`src/rtl/sorted_stream_out.sv`:
```
// Read-back stage for the selection sorter: streams N sorted bytes from the shared RAM
// over valid/ready and flags any element smaller than its predecessor.
module sorted_stream_out #(
   parameter int N    = 11,
   parameter int BASE = 0,
   parameter int AW   = 8,
   parameter int DW   = 8
) (
   input  logic          clk,
   input  logic          rst,
   input  logic          start,
   output logic          rdy,
   output logic          done,
   output logic [AW-1:0] mem_addr,
   input  logic [DW-1:0] mem_rddata,
   output logic [DW-1:0] out_data,
   output logic          out_valid,
   input  logic          out_ready,
   output logic          out_last,
   output logic          sort_err
);

   localparam int            IW        = (N > 1) ? $clog2(N) : 1;
   localparam logic [IW-1:0] LAST_IDX  = IW'(N - 1);
   localparam logic [AW-1:0] BASE_ADDR = AW'(BASE);

   typedef enum logic [2:0] {
      S_IDLE  = 3'd0,
      S_ADDR  = 3'd1,
      S_LATCH = 3'd2,
      S_OUT   = 3'd3,
      S_DONE  = 3'd4
   } state_t;

   state_t        state;
   logic [IW-1:0] idx;
   logic [DW-1:0] prev;

   // rdy follows the state register directly, so it is already 1 while rst holds IDLE
   assign rdy = (state == S_IDLE);

   // Sequencer: one RAM read per element, then hold the beat until the consumer takes it
   always_ff @(posedge clk or posedge rst) begin
      if (rst) begin
         state     <= S_IDLE;
         idx       <= IW'(0);
         mem_addr  <= BASE_ADDR;
         out_data  <= DW'(0);
         out_valid <= 1'b0;
         out_last  <= 1'b0;
         done      <= 1'b0;
         sort_err  <= 1'b0;
         prev      <= DW'(0);
      end else begin
         case (state)
            S_IDLE: begin
               if (start) begin
                  idx      <= IW'(0);
                  sort_err <= 1'b0;
                  mem_addr <= BASE_ADDR;
                  state    <= S_ADDR;
               end else begin
                  state <= S_IDLE;
               end
            end
            S_ADDR: begin
               state <= S_LATCH;
            end
            S_LATCH: begin
               out_data <= mem_rddata;
               // element 0 has no predecessor, so prev from an earlier pass is ignored
               if ((idx != IW'(0)) && (mem_rddata < prev)) begin
                  sort_err <= 1'b1;
               end else begin
                  sort_err <= sort_err;
               end
               prev      <= mem_rddata;
               out_valid <= 1'b1;
               out_last  <= (idx == LAST_IDX);
               state     <= S_OUT;
            end
            S_OUT: begin
               if (out_ready) begin
                  out_valid <= 1'b0;
                  out_last  <= 1'b0;
                  if (idx == LAST_IDX) begin
                     done  <= 1'b1;
                     state <= S_DONE;
                  end else begin
                     idx      <= idx + IW'(1);
                     mem_addr <= mem_addr + AW'(1);
                     state    <= S_ADDR;
                  end
               end else begin
                  state <= S_OUT;
               end
            end
            S_DONE: begin
               done  <= 1'b0;
               state <= S_IDLE;
            end
            default: begin
               out_valid <= 1'b0;
               out_last  <= 1'b0;
               done      <= 1'b0;
               state     <= S_IDLE;
            end
         endcase
      end
   end

endmodule

```
`config.mk`:
```
export PLATFORM = sky130hd
export DESIGN_NAME = sorted_stream_out
export DESIGN_NICKNAME = d
export VERILOG_FILES = /design/src/rtl/sorted_stream_out.sv
export SDC_FILE = /design/constraint.sdc
export NUM_CORES = 1
export LEC_CHECK = 0
export CORE_ASPECT_RATIO = 1.2
export CORE_MARGIN = 5
export CORE_UTILIZATION = 32
export CTS_BUF_LIST = sky130_fd_sc_hd__clkbuf_8
export CTS_CLUSTER_SIZE = 10
export DETAILED_ROUTE_END_ITERATION = 8
export PLACE_DENSITY = 0.51
export SKIP_CTS_REPAIR_TIMING = 1
export SYNTH_ARGS = -nofsm -noshare
export SYNTH_HDL_FRONTEND = slang
export SYNTH_SLANG_ARGS = --single-unit
```
`constraint.sdc`:
```
create_clock -name clk -period 4.5 [get_ports clk]
set_input_delay 0.9 -clock clk [delete_from_list [all_inputs] [get_ports clk]]
set_output_delay 0.9 -clock clk [all_outputs]
set_load 0.05 [all_outputs]
```
==> results.toml, run 1 <==
[outcome]
status = "completed"

[clock_network]
numCtsBuffers = 3
cts_tree = "built"
clkLatencyLatePin_ns = 0.27
htreeDepth = 1
root_buffer = "clkbuf_8"
cts.clk_slew.worst_paths_ns = 0.09
cts_buffer_depth = 2
cts.sinks = 27

[drt]
drtIter0Drc = 40
drc = 0
ant_nets = 0
avgViaCountPerCell = 5.08
drt-total-wl_mm = 3.27
vias = 1213
post_drt_wl_per_cell_um = 13.7
first_pass_iters = 4

[timing]
skew_ns = 0.00547
fmaxAchievable_ghz = 0.352
setup_viol = 0
final.min_clock_period_ns = 2.84
rsz0062_at_grt = "false"
layout_worst_path_cycle_share_pct = 63.1
relSlewSlack_pct = 29.4
fin_setup_tns_ns = 0
finalMaxSlewViolations = 0
final_hold_viol_count = 0
worst_slew_pin_slew_ns = 1.06

[yosys]
synth_cell_type_count = 31
postSynthCellCount = 152
mappedNetlistNets = 175
synth.area.top_cells = "dfrtp_1, ha_1, o21ai_0"
synth_edf_count = 0
synth_top_cell_area_share_pct = 46.6
ys_ff_latch = 27
yosysWarnings = 0
synthArstFlopShare_pct = 100
synth_ff_type = "dfrtp_1"
synth-seq-area-share_pct = 46.6
synth_top_area_cell = "dfrtp_1"
syn_area_mm2 = 0.00145
syn_area_per_cell_um2 = 9.55

[floorplanning]
die_h_um = 83.8
die_area_mm2 = 0.00599
ios = 33
die_x_um = 71.5
rows = 26
coreArea_mm2 = 0.00433
start_util_pct = 33.5

[cells_and_area]
nets = 207
area_delta_synth_final_pct = 27.8
diodes = 0
layout_commonest_cell = "clkdlybuf4s50_1"
final_cell_mix = "clkdlybuf4s50_1, dfrtp_1, o21ai_0"
nFillCells = 462
final_cells = 239
drive_gt1_share_pct = 3.83

[placed_design]
port-buffer-count = 32
placed_cells = 235
place_hpwl_mm = 2.43
gp_congestion = 0.789

[global_routing]
met2_usage_pct = 18.6
grtUsageMet1_pct = 15.2
grt_max_degree = 28
antenna_found_initial = 0
grt_pass1_vias = 1221
gr-total-overflow = 0
top_usage_layer = "met2"
grt_pass1_wl_mm = 5.79
grt_util_all_layers_pct = 11.9
grt.met3_usage_pct = 3.86

[worst_hold_path]
hold_path.class = "flop to flop"

[setup_path]
crit_path_start_kind = "flop"
critPathRequiredTime_ns = 3.60
path_class = "flop to output pin"
critPathSlowestCell = "clkdlybuf4s50_1"
critical_path.cell_chain = "nor3_1 > clkdlybuf4s50_1"
cp_slowest_stage_delay_ns = 0.85
cp-end-kind = "output pin"
cp_max_fo = 12
arrival_ns = 1.94

[job]
cap_violations = 0

[pwr]
power.total_w = 0.00132
p_leak_nw = 0.775
p_per_area_mw_per_mm2 = 710
ir_drop_v = 0.000287
final timing paths:
check / from / end / slack [ns] / cells after the start
max: state[2] / rdy / 1.66 / 2
min: done / done / 0.51 / 2
max reg2reg: state[2] / mem_addr[5] / 2.33 / 4
min reg2reg: done / done / 0.51 / 2
max in group asynchronous: rst / mem_addr[6] / 2.68 / 2
min in group asynchronous: rst / prev[5] / 1.18 / 2
synthesized netlist by cell type (2+ instances only):
cell type,count
or3_1,6
a21oi_1,11
nand3_1,5
a22o_1,2
clkbuf_1,2
nor2_1,6
inv_1,15
buf_6,2
nor3_1,6
buf_2,2
dfrtp_1,27
nor3b_1,2
or4_1,2
nand2_1,16
nand3b_1,2
a2111oi_0,2
o21ai_0,19
o31ai_1,2
ha_1,11
layout make-up:
type / count / area [um^2] / area share, %
Multi-Input combinational cell: 104 / 679 / 36.6
Sequential cell: 27 / 676 / 36.4
Timing Repair Buffer: 33 / 328 / 17.7
Tap cell: 56 / 70.1 / 3.78
Inverter: 15 / 56.3 / 3.04
Clock buffer: 3 / 41.3 / 2.23
Clock inverter: 1 / 3.75 / 0.202
metal layers:
metal | vias to the layer above | routed length (um) | part of all wire [%]
li1 | 606 | - | -
met1 | 568 | 1490 | 46
met2 | 35 | 1510 | 46
met3 | 4 | 225 | 6.9
met4 | 0 | 42 | 1.3
met5 | - | 0 | 0
state kept, by name, summed over array words and instances, names as in the netlist:
| name | flops |
|---|---|
| mem_addr | 8 |
| prev | 8 |
| idx | 4 |
| state | 3 |
| done | 1 |
| out_last | 1 |
| out_valid | 1 |
| sort_err | 1 |
power breakdown:
| group | leakage [nW] | internal [W] | switching (W) |
|---|---|---|---|
| registers | 0.340 | 0.000339 | 0.000101 |
| logic | 0.408 | 0.000262 | 0.000478 |
| clock network | 0.0269 | 0.0000612 | 0.0000753 |
cell families after synthesis:
group,share of synthesized area [%]
AO/OA/AOI/OAI,17.8
adder cells (fa/ha/maj),9.48
buffers and inverters,6.64
flip-flops,46.6
multiplexers,0.776
AND/OR/NAND/NOR,18.7
stage by stage:
step	util (%)	setup WS [ns]	area [um^2]	hold WS, ns
detailed placement	41.8	1.53	1810	0.501
finish	42.9	1.66	1850	0.511
CTS	42.9	1.64	1850	0.527
floorplan	-	1.85	1450	0.504
global route	42.9	1.55	1850	0.565
global placement	41.8	1.65	1810	0.498
worst max-delay path: cells and delay by family, from the launching register on:
family,cells,cell delay (ns)
DFF,1,0.53
and+or+nand+nor,1,0.29
buffers and inverters,1,0.85
(Power assumes the default switching activity.)
==> inputs of run 2 (changes only) <==
Settings changed: PLACE_DENSITY 0.51 to 0.53.
Clock period 4.5 ns to 2.61 ns, I/O delays scaled along.
==> results.toml, run 2 (synthesis results as in run 1) <==
[setup_path]
crit_path_start_kind = "flop"
cp_max_fo = 12
r2r_cells = 7
arrival_ns = 1.92
reg2reg_slack_ns = 0.79
r2r-start = "idx[0]"
r2r_end = "mem_addr[4]"
path_class = "flop to output pin"
cp-end-kind = "output pin"
critPathRequiredTime_ns = 2.09

[placed_design]
post_dp_cell_area_mm2 = 0.00183
place_hpwl_mm = 2.39
port-buffer-count = 32
gp_congestion = 0.747

[global_routing]
grt_pass1_vias = 1258
grt_pass1_wl_mm = 5.58
grt_util_all_layers_pct = 11.1
antenna_found_initial = 0
grt_max_degree = 28
gr-total-overflow = 0

[drt]
ant_nets = 0
first_pass_iters = 4
avgViaCountPerCell = 5.04
post_drt_wl_per_cell_um = 12.5
drc = 0
vias = 1220
drtIter0Drc = 91
drt-total-wl_mm = 3.04

[timing]
worst_slew_pin_slew_ns = 0.535
final.min_clock_period_ns = 2.44
rsz0062_at_grt = "false"
final_hold_viol_count = 0
timing.hold.ws_ns = 0.506
fin_setup_tns_ns = 0
fmaxAchievable_ghz = 0.410
layout_worst_path_cycle_share_pct = 93.4
setup_viol = 0
skew_ns = 0.00328
relSlewSlack_pct = 64.0
finalMaxSlewViolations = 0

[floorplanning]
die_area_mm2 = 0.00599
rows = 26
die_x_um = 71.5
die_h_um = 83.8
ios = 33
coreArea_mm2 = 0.00433
start_util_pct = 33.5

[clock_network]
clkLatencyLatePin_ns = 0.27
htreeDepth = 1
cts_tree = "built"
cts.clk_slew.worst_paths_ns = 0.09
cts_buffer_depth = 2
cts.sinks = 27
root_buffer = "clkbuf_8"
numCtsBuffers = 3

[cells_and_area]
nets = 210
drive_gt1_share_pct = 5.91
fin_area_mm2 = 0.00188
diodes = 0
area_delta_synth_final_pct = 29.4
largest_registers = "mem_addr: 8 flops, prev: 8 flops, idx: 4 flops"
layout_commonest_cell = "clkdlybuf4s50_1"
final_cell_mix = "clkdlybuf4s50_1, dfrtp_1, o21ai_0"

[pwr]
p_leak_nw = 0.788
ir_drop_v = 0.000618
p_per_area_mw_per_mm2 = 1210

[outcome]
status = "completed"

[worst_hold_path]
worstHoldStart = "sort_err"
hold_path.class = "flop to flop"
hold_end = "sort_err"
min_delay_path_depth = 1

[job]
cap_violations = 0
run 2: critical path, stage by stage, from the launching register on:
cell and delay [ns]:
dfrtp_1 0.52, nor3_1 0.29, clkdlybuf4s50_1 0.85
run 2: layer usage:
metal | global-route usage [%] | share of wire, % | vias to the layer above
met1 | 14.1 | 44 | 575
met4 | 3.08 | 0.63 | 0
li1 | - | - | 615
met5 | 0 | 0 | -
met2 | 18.8 | 49 | 28
met3 | 2.53 | 5.8 | 2
run 2: worst max path at each step:
stage,startpoint,end,slack [ns],depth (start not counted)
after detailed placement,mem_rddata[5],sort_err,0.40,6
after global placement,mem_rddata[5],sort_err,0.40,6
after floorplan,state[2],rdy,0.34,2
final,state[2],rdy,0.17,2
after CTS,state[2],rdy,0.16,2
after global routing,state[2],rdy,0.04,2
run 2: per-stage QoR:
| stage | setup WS [ns] | util (%) | power [W] | std cells |
|---|---|---|---|---|
| finish | 0.171 | 43.4 | 0.00228 | 242 |
| global route | 0.0441 | 43.4 | 0.00246 | 242 |
| CTS | 0.156 | 43.4 | 0.00231 | 242 |
| detailed placement | 0.401 | 42.3 | 0.00207 | 238 |
| global placement | 0.398 | 42.3 | 0.00206 | 238 |
| floorplan | 0.336 | - | 0.00166 | 152 |
run 2: cell type report:
cell class                 count  area [um^2]
fill                         418         2450
multi-input combinational    104          679
sequential                    27          676
timing repair buffer          36          350
tap                           56         70.1
inverter                      15         56.3
clock buffer                   3         41.3
clock inverter                 1         5.00
run 2: report_power, final:
| part | internal (W) | switching [W] | total (W) |
|---|---|---|---|
| sequential | 0.000585 | 0.000169 | 0.000754 |
| clock | 0.000107 | 0.000126 | 0.000233 |
| combinational | 0.000464 | 0.000825 | 0.00129 |
| total | 0.00116 | 0.00112 | 0.00228 |
